<file path="src/rtl/seq_shift_pkg.sv">
// Shared types for the seq_shift parallel-to-serial transmitter.
package seq_shift_pkg;

  typedef enum logic {
    IDLE  = 1'b0,
    SHIFT = 1'b1
  } state_t;

endpackage

</file>
<file path="src/rtl/seq_shift_tx.sv">
// Parallel-to-serial transmitter: loads a WIDTH-bit word on en && ready and shifts it out
// one bit per clock with valid/last framing; reloading on the last bit gives gapless frames.
module seq_shift_tx
  import seq_shift_pkg::*;
#(
  parameter int unsigned WIDTH     = 8,
  parameter bit          LSB_FIRST = 1'b1
) (
  input  logic             clk,
  input  logic             rst,
  input  logic             en,
  input  logic [WIDTH-1:0] d,
  output logic             ready,
  output logic             sdo,
  output logic             sdo_valid,
  output logic             last
);

  localparam int unsigned     CNT_W   = $clog2(WIDTH);
  localparam logic [CNT_W-1:0] CntLast = CNT_W'(WIDTH - 1);

  state_t             state_q, state_d;
  logic [WIDTH-1:0]   shreg_q, shreg_d;
  logic [CNT_W-1:0]   cnt_q, cnt_d;
  logic               at_last;

  always_ff @(posedge clk) begin
    if (!rst) begin
      state_q <= IDLE;
      shreg_q <= '0;
      cnt_q   <= '0;
    end else begin
      state_q <= state_d;
      shreg_q <= shreg_d;
      cnt_q   <= cnt_d;
    end
  end

  always_comb begin
    state_d = state_q;
    shreg_d = shreg_q;
    cnt_d   = cnt_q;
    unique case (state_q)
      IDLE: begin
        if (en) begin
          shreg_d = d;
          cnt_d   = '0;
          state_d = SHIFT;
        end
      end
      SHIFT: begin
        if (at_last) begin
          // Reload on the final bit keeps the stream gapless.
          cnt_d = '0;
          if (en) begin
            shreg_d = d;
          end else begin
            state_d = IDLE;
          end
        end else begin
          shreg_d = LSB_FIRST ? (shreg_q >> 1) : (shreg_q << 1);
          cnt_d   = cnt_q + CNT_W'(1);
        end
      end
      default: state_d = IDLE;
    endcase
  end

  // Outputs come from registered state only; en and d never reach them combinationally.
  always_comb begin
    at_last   = (state_q == SHIFT) && (cnt_q == CntLast);
    sdo_valid = (state_q == SHIFT);
    last      = at_last;
    ready     = (state_q == IDLE) || at_last;
    sdo       = 1'b0;
    if (state_q == SHIFT) begin
      sdo = LSB_FIRST ? shreg_q[0] : shreg_q[WIDTH-1];
    end
  end

endmodule
</file>
<file path="config.mk">
export PLATFORM = sky130hd
export DESIGN_NAME = seq_shift_tx
export DESIGN_NICKNAME = d
export VERILOG_FILES = /design/src/rtl/seq_shift_pkg.sv /design/src/rtl/seq_shift_tx.sv
export SDC_FILE = /design/constraint.sdc
export NUM_CORES = 1
export LEC_CHECK = 0
export CAP_MARGIN = 15
export CELL_PAD_IN_SITES_DETAIL_PLACEMENT = 0
export CELL_PAD_IN_SITES_GLOBAL_PLACEMENT = 2
export CORE_MARGIN = 1
export CORE_UTILIZATION = 30
export CTS_CLUSTER_SIZE = 14
export DETAILED_ROUTE_END_ITERATION = 10
export GPL_TIMING_DRIVEN = 0
export PLACE_DENSITY = 0.84
export SKIP_CTS_REPAIR_TIMING = 1
export SYNTH_ARGS = -nofsm -noshare
export SYNTH_HDL_FRONTEND = slang
export SYNTH_SLANG_ARGS = --single-unit
export TNS_END_PERCENT = 10
</file>
<file path="constraint.sdc">
create_clock -name clk -period 3.4 [get_ports clk]
set_input_delay 0.68 -clock clk [delete_from_list [all_inputs] [get_ports clk]]
set_output_delay 0.68 -clock clk [all_outputs]
set_load 0.03 [all_outputs]
</file>
## After elaboration in Yosys (flattened, before gate mapping)

Cells that the tools add are included.

| word-level totals | value |
|---|---|
| register bits | 12 |
| output and inout bits | 4 |
| word-level logic and storage cells | 19 |

| operators by class | value |
|---|---|
| add/sub/neg operators | 1 |
| equality and inequality tests | 2 |
| multiplexer cells | 10 |
| bitwise logic cells | 1 |
| reduce and logical (&&, ||, !) cells | 2 |

Operator list:

| cell | number |
|---|---|
| 8-bit 2-to-1 mux | 2 |
| 8-bit case mux with 2 select lines | 1 |
| 3-bit 2-to-1 mux | 2 |
| 3-bit case mux with 2 select lines | 1 |
| 3-bit by 1-bit adder with 3-bit output, second input constant | 1 |
| 3-bit equality test, second input constant | 1 |
| 1-bit 2-to-1 mux | 3 |
| 2-bit != test, second input constant | 1 |
| 1-bit case mux with 2 select lines | 1 |
| 1-bit logical AND | 1 |
| 1-bit logical OR | 1 |
| 1-bit inverter | 1 |

## Depth between registers and ports, before layout

| depth | value |
|---|---|
| depth in word-level cells | 4 |
| mapped depth | 5 |

## Least setup slack after synthesis

No wires, ideal clock.

| path | value |
|---|---|
| path kind | reg2out |
| start point | register state_q (netlist: sdo_valid) |
| end point | output port last |
| arrival time | 1.116 ns |
| data required time | 2.720 ns |
| path slack | 1.604 ns |
| stages on the path, launching flop included | 3 |
| buffers on the path | 1 |
| cells stage by stage | dfxtp_1 clkbuf_1 and2_1 |

| on the way | value |
|---|---|
| longest elaborated chain between the ends | 1 |

RTL lines:

| what | line | source |
|---|---|---|
| start, declared | seq_shift_tx.sv:22 | `state_t state_q, state_d;` |
| start signal, assigned | seq_shift_tx.sv:33 | `state_q <= state_d;` |
| 1-bit logical AND | seq_shift_tx.sv:71 | `at_last = (state_q == SHIFT) && (cnt_q == CntLast);` |
| end, declared | seq_shift_tx.sv:16 | `output logic last` |

Every way passes these cells.

## Worst setup path in the final report

| path | value |
|---|---|
| start point | register cnt_q[0] |
| end point | output port ready |

| on the way | value |
|---|---|
| longest elaborated chain between the ends | 3 |

RTL lines:

| what | line | source |
|---|---|---|
| start, declared | seq_shift_tx.sv:24 | `logic [CNT_W-1:0] cnt_q, cnt_d;` |
| start signal, assigned | seq_shift_tx.sv:35 | `cnt_q <= cnt_d;` |
| 3-bit equality test | seq_shift_tx.sv:71 |  |
| 1-bit logical AND | seq_shift_tx.sv:71 |  |
| 1-bit logical OR | seq_shift_tx.sv:74 | `ready = (state_q == IDLE) \|\| at_last;` |
| end, declared | seq_shift_tx.sv:13 | `output logic ready,` |

Every way passes these cells.

==> summary.md <==
| Metric | Value |
|---|---|
| Status | completed |
| Crit path time final | 2710 ps |
| Clock latency at the later pin of the worst-skew pair | 270 ps |
| Max-slew violation count | 0 |
| Avg Synthesized Cell Area | approximately 10 um2 |
| Worst slew pin tran | about 340 ps |
| DRT Pass-1 Iters | 2 |
| Core Rows | 15 |
| Root Buffer | clkbuf_4 |
| # nets final | about 90 |
| Period utilization | 0.798 |
| Seq cells post-synth | 12 |
| Initial antenna violation count | 0 |
| Max-Cap Viols | 0 |
| Tot GR Track Use | 0.133 |
| Reg2Reg Setup Slack | 2000 ps |
| Initial Util | 0.328 |
| # clock sinks | 12 |
| Area of the multi-input gates | approximately 300 um2 |
| Number of buffers added on ports | 14 |
| P&R area growth vs syn | 35.5% |
| N_diodes | 0 |
| Switch Pwr | 79.2 uW |
| Worst reg2reg path startpoint | cnt_q[0]$_SDFFE_PN0P_ |
| Via density | 4.86 |
| RSZ-0062 raised after global routing | no |
| Mapped Area | 586 um2 |
| Hold slack final | 529 ps |
| Netlist cell types | 18 |
| Top cell type's share of synthesized area | 0.410 |
| First-pass GRT wire length | between 1.5 and 2 mm |
| Reg-to-Reg End | shreg_q[4]$_SDFF_PN0_ |
| Critical-path maximum fanout | 8 |
| Hold Vio Cnt, Final | 0 |
| Slew HR | 0.774 |
| Internal | about 250 uW |
| Met3 WL | approximately 55 um |
| Synth area leaders | dfxtp_1 41%, mux2i_1 14%, a211oi_1 9.0%, nor3b_1 9.0%, ha_1 4.3% |
| Die Y | 46.2 um |
| Routed len/inst | between 10 and 15 um |
| I/O pin count | 15 |
| Synth warn | 0 |
| Largest net degree at the start of global routing | 11 |
| Inserted Clock Buffers | 3 |
| Max Used Layer | met3 |
| CP Launch Type | flip-flop |
| Sequential share of the synthesized area | 0.410 |
| Post-route DRC | 0 |
| DR WL met2 | about 530 um |
| Die span in x | around 46 um |
| Area leader, netlist | dfxtp_1 |
| CP required | roughly 2700 ps |
| Metal-1 WL | 585 um |
| Overall power | about 320 uW |
| Vias in the first global route | roughly 450 |
| Post-Syn Instances | 56 |
| Clock Pin Slew Worst Setup and Hold Paths | ~80 ps |
| First-iteration detailed-routing DRC count | 1 |
| Layout cells sized above 1 | 0.135 |
| Post-synthesis net count | 69 |
| Worst VDD drop | approximately 240 uV |
| Clock tree buffer depth | 2 |
| Leak | between 0.3 and 0.4 nW |
| Total length of routed wires | 1.17 mm |
| Hold Crit Class | flip-flop to flip-flop |
| Register area | between 200 and 250 um2 |
| Hold path cells | 2 |
| Clock skew | 5.34 ps |
| Worst Path Arrival | ~2000 ps |
| R2R depth | 5 |
| PD cells | 410 nW/um2 |
| GPL Wtd Cong | between 0.7 and 0.8 |
| Final Setup Violations | 0 |
| Total negative slack | 0 ps |
| Placeable Area | 1780 um2 |
| Sw Ratio | 0.244 |
| Antenna Nets Post-Route | 0 |
| Total number of vias | ~480 |
| GRT overflow | 0 |
| CTS tree | done |
| Nature of the critical path endpoint | output port |
| F_max | 368 MHz |
| Kind of critical path | flip-flop to output port |
| Clk network pwr share | 0.353 |
| Area of the die | about 2100 um2 |
| Final HPWL DP | about 800 um |
| Combinational power share | 0.166 |
| Reg power frac | 0.481 |
| Hold endpoint | shreg_q[7]$_SDFF_PN0_ |
| H-Tree Depth | 1 |
| Worst hold start | shreg_q[7]$_SDFF_PN0_ |
| Filler cells | between 150 and 200 |
-- how the worst max path moves through the flow --
stage                                     start     to  slack (ps)  depth (start not counted)
after global routing      cnt_q[0]$_SDFFE_PN0P_  ready         580                          5
after CTS                 cnt_q[0]$_SDFFE_PN0P_  ready         660                          5
final                     cnt_q[0]$_SDFFE_PN0P_  ready         690                          5
after global placement    cnt_q[0]$_SDFFE_PN0P_  ready         980                          5
after detailed placement  cnt_q[0]$_SDFFE_PN0P_  ready        1000                          5
after floorplan            sdo_valid$_SDFF_PN0_   last        1600                          2
-- cell type report --
class                   instances  area share
multi-input cells              38       0.388
flip-flops and latches         12       0.303
repair buffers                 14       0.177
clock buffers                   4      0.0457
well taps                      25      0.0394
plain buffers                   4      0.0379
inverters                       2     0.00946
-- per-layer routing --
layer,vias up,GRT usage
li1,242,-
met2,12,0.214
met4,0,0.0353
met1,227,0.153
met3,0,0.0706
met5,-,0
-- sequential cells by signal (all words and copies together) (netlist names) --
name       count
sdo_valid      1
shreg_q        8
cnt_q          3
-- layout by cell type, fill, tap and decap left out --
cell | synthesis | routed
clkdlybuf4s50_1 | 0 | 14
dfxtp_1 | 12 | 12
mux2i_1 | 8 | 8
nor3b_1 | 7 | 7
a211oi_1 | 7 | 7
a21oi_1 | 3 | 3
clkbuf_4 | 0 | 3
buf_4 | 2 | 2
and2_1 | 2 | 2
nand3b_1 | 2 | 2
or3b_1 | 2 | 2
or3b_2 | 2 | 2
ha_1 | 2 | 2
clkbuf_1 | 1 | 1
and2b_1 | 1 | 1
inv_2 | 1 | 1
buf_6 | 1 | 1
inv_1 | 1 | 1
o21a_1 | 1 | 1
nor3_1 | 1 | 1
clkbuf_8 | 0 | 1
-- power groups by stage --
stage	Sequential (mW)	Combinational [mW]	Clock [mW]
finish	0.156	0.0539	0.115
global route	0.158	0.0591	0.127
CTS	0.156	0.0544	0.121
detailed placement	0.160	0.0542	0
global placement	0.160	0.0542	0
floorplan	0.160	0.0312	0
-- synthesized netlist by cell type, drive strengths merged --
master and number:
dfxtp 12, mux2i 8, a211oi 7, nor3b 7, or3b 4, a21oi 3, buf 3, and2 2
ha 2, inv 2, nand3b 2, and2b 1, clkbuf 1, nor3 1, o21a 1
-- stage by stage --
stage / setup slack, ps / area (um2) / instances / util
2_1_floorplan: 1600 / 586 / 56 / -
3_3_place_gp: 981 / 757 / 95 / 0.425
3_5_place_dp: 999 / 757 / 95 / 0.425
4_1_cts: 663 / 793 / 99 / 0.445
5_1_grt: 581 / 793 / 99 / 0.445
6_report: 686 / 793 / 99 / 0.445
-- cell families after synthesis --
kind of cell    after synthesis  synth area share
fa+ha+maj                     2            0.0427
mux                           8             0.137
compound gates               11             0.128
flops                        12             0.410
simple gates                 17             0.218
buf+inv                       6            0.0641
-- worst max-delay path, stage by stage, from the launching register on --
cell and delay, ps:
dfxtp_1 350, ha_1 160, ha_1 180, and2b_1 230, inv_2 150, clkdlybuf4s50_1 700
(Power assumes the default switching activity.)
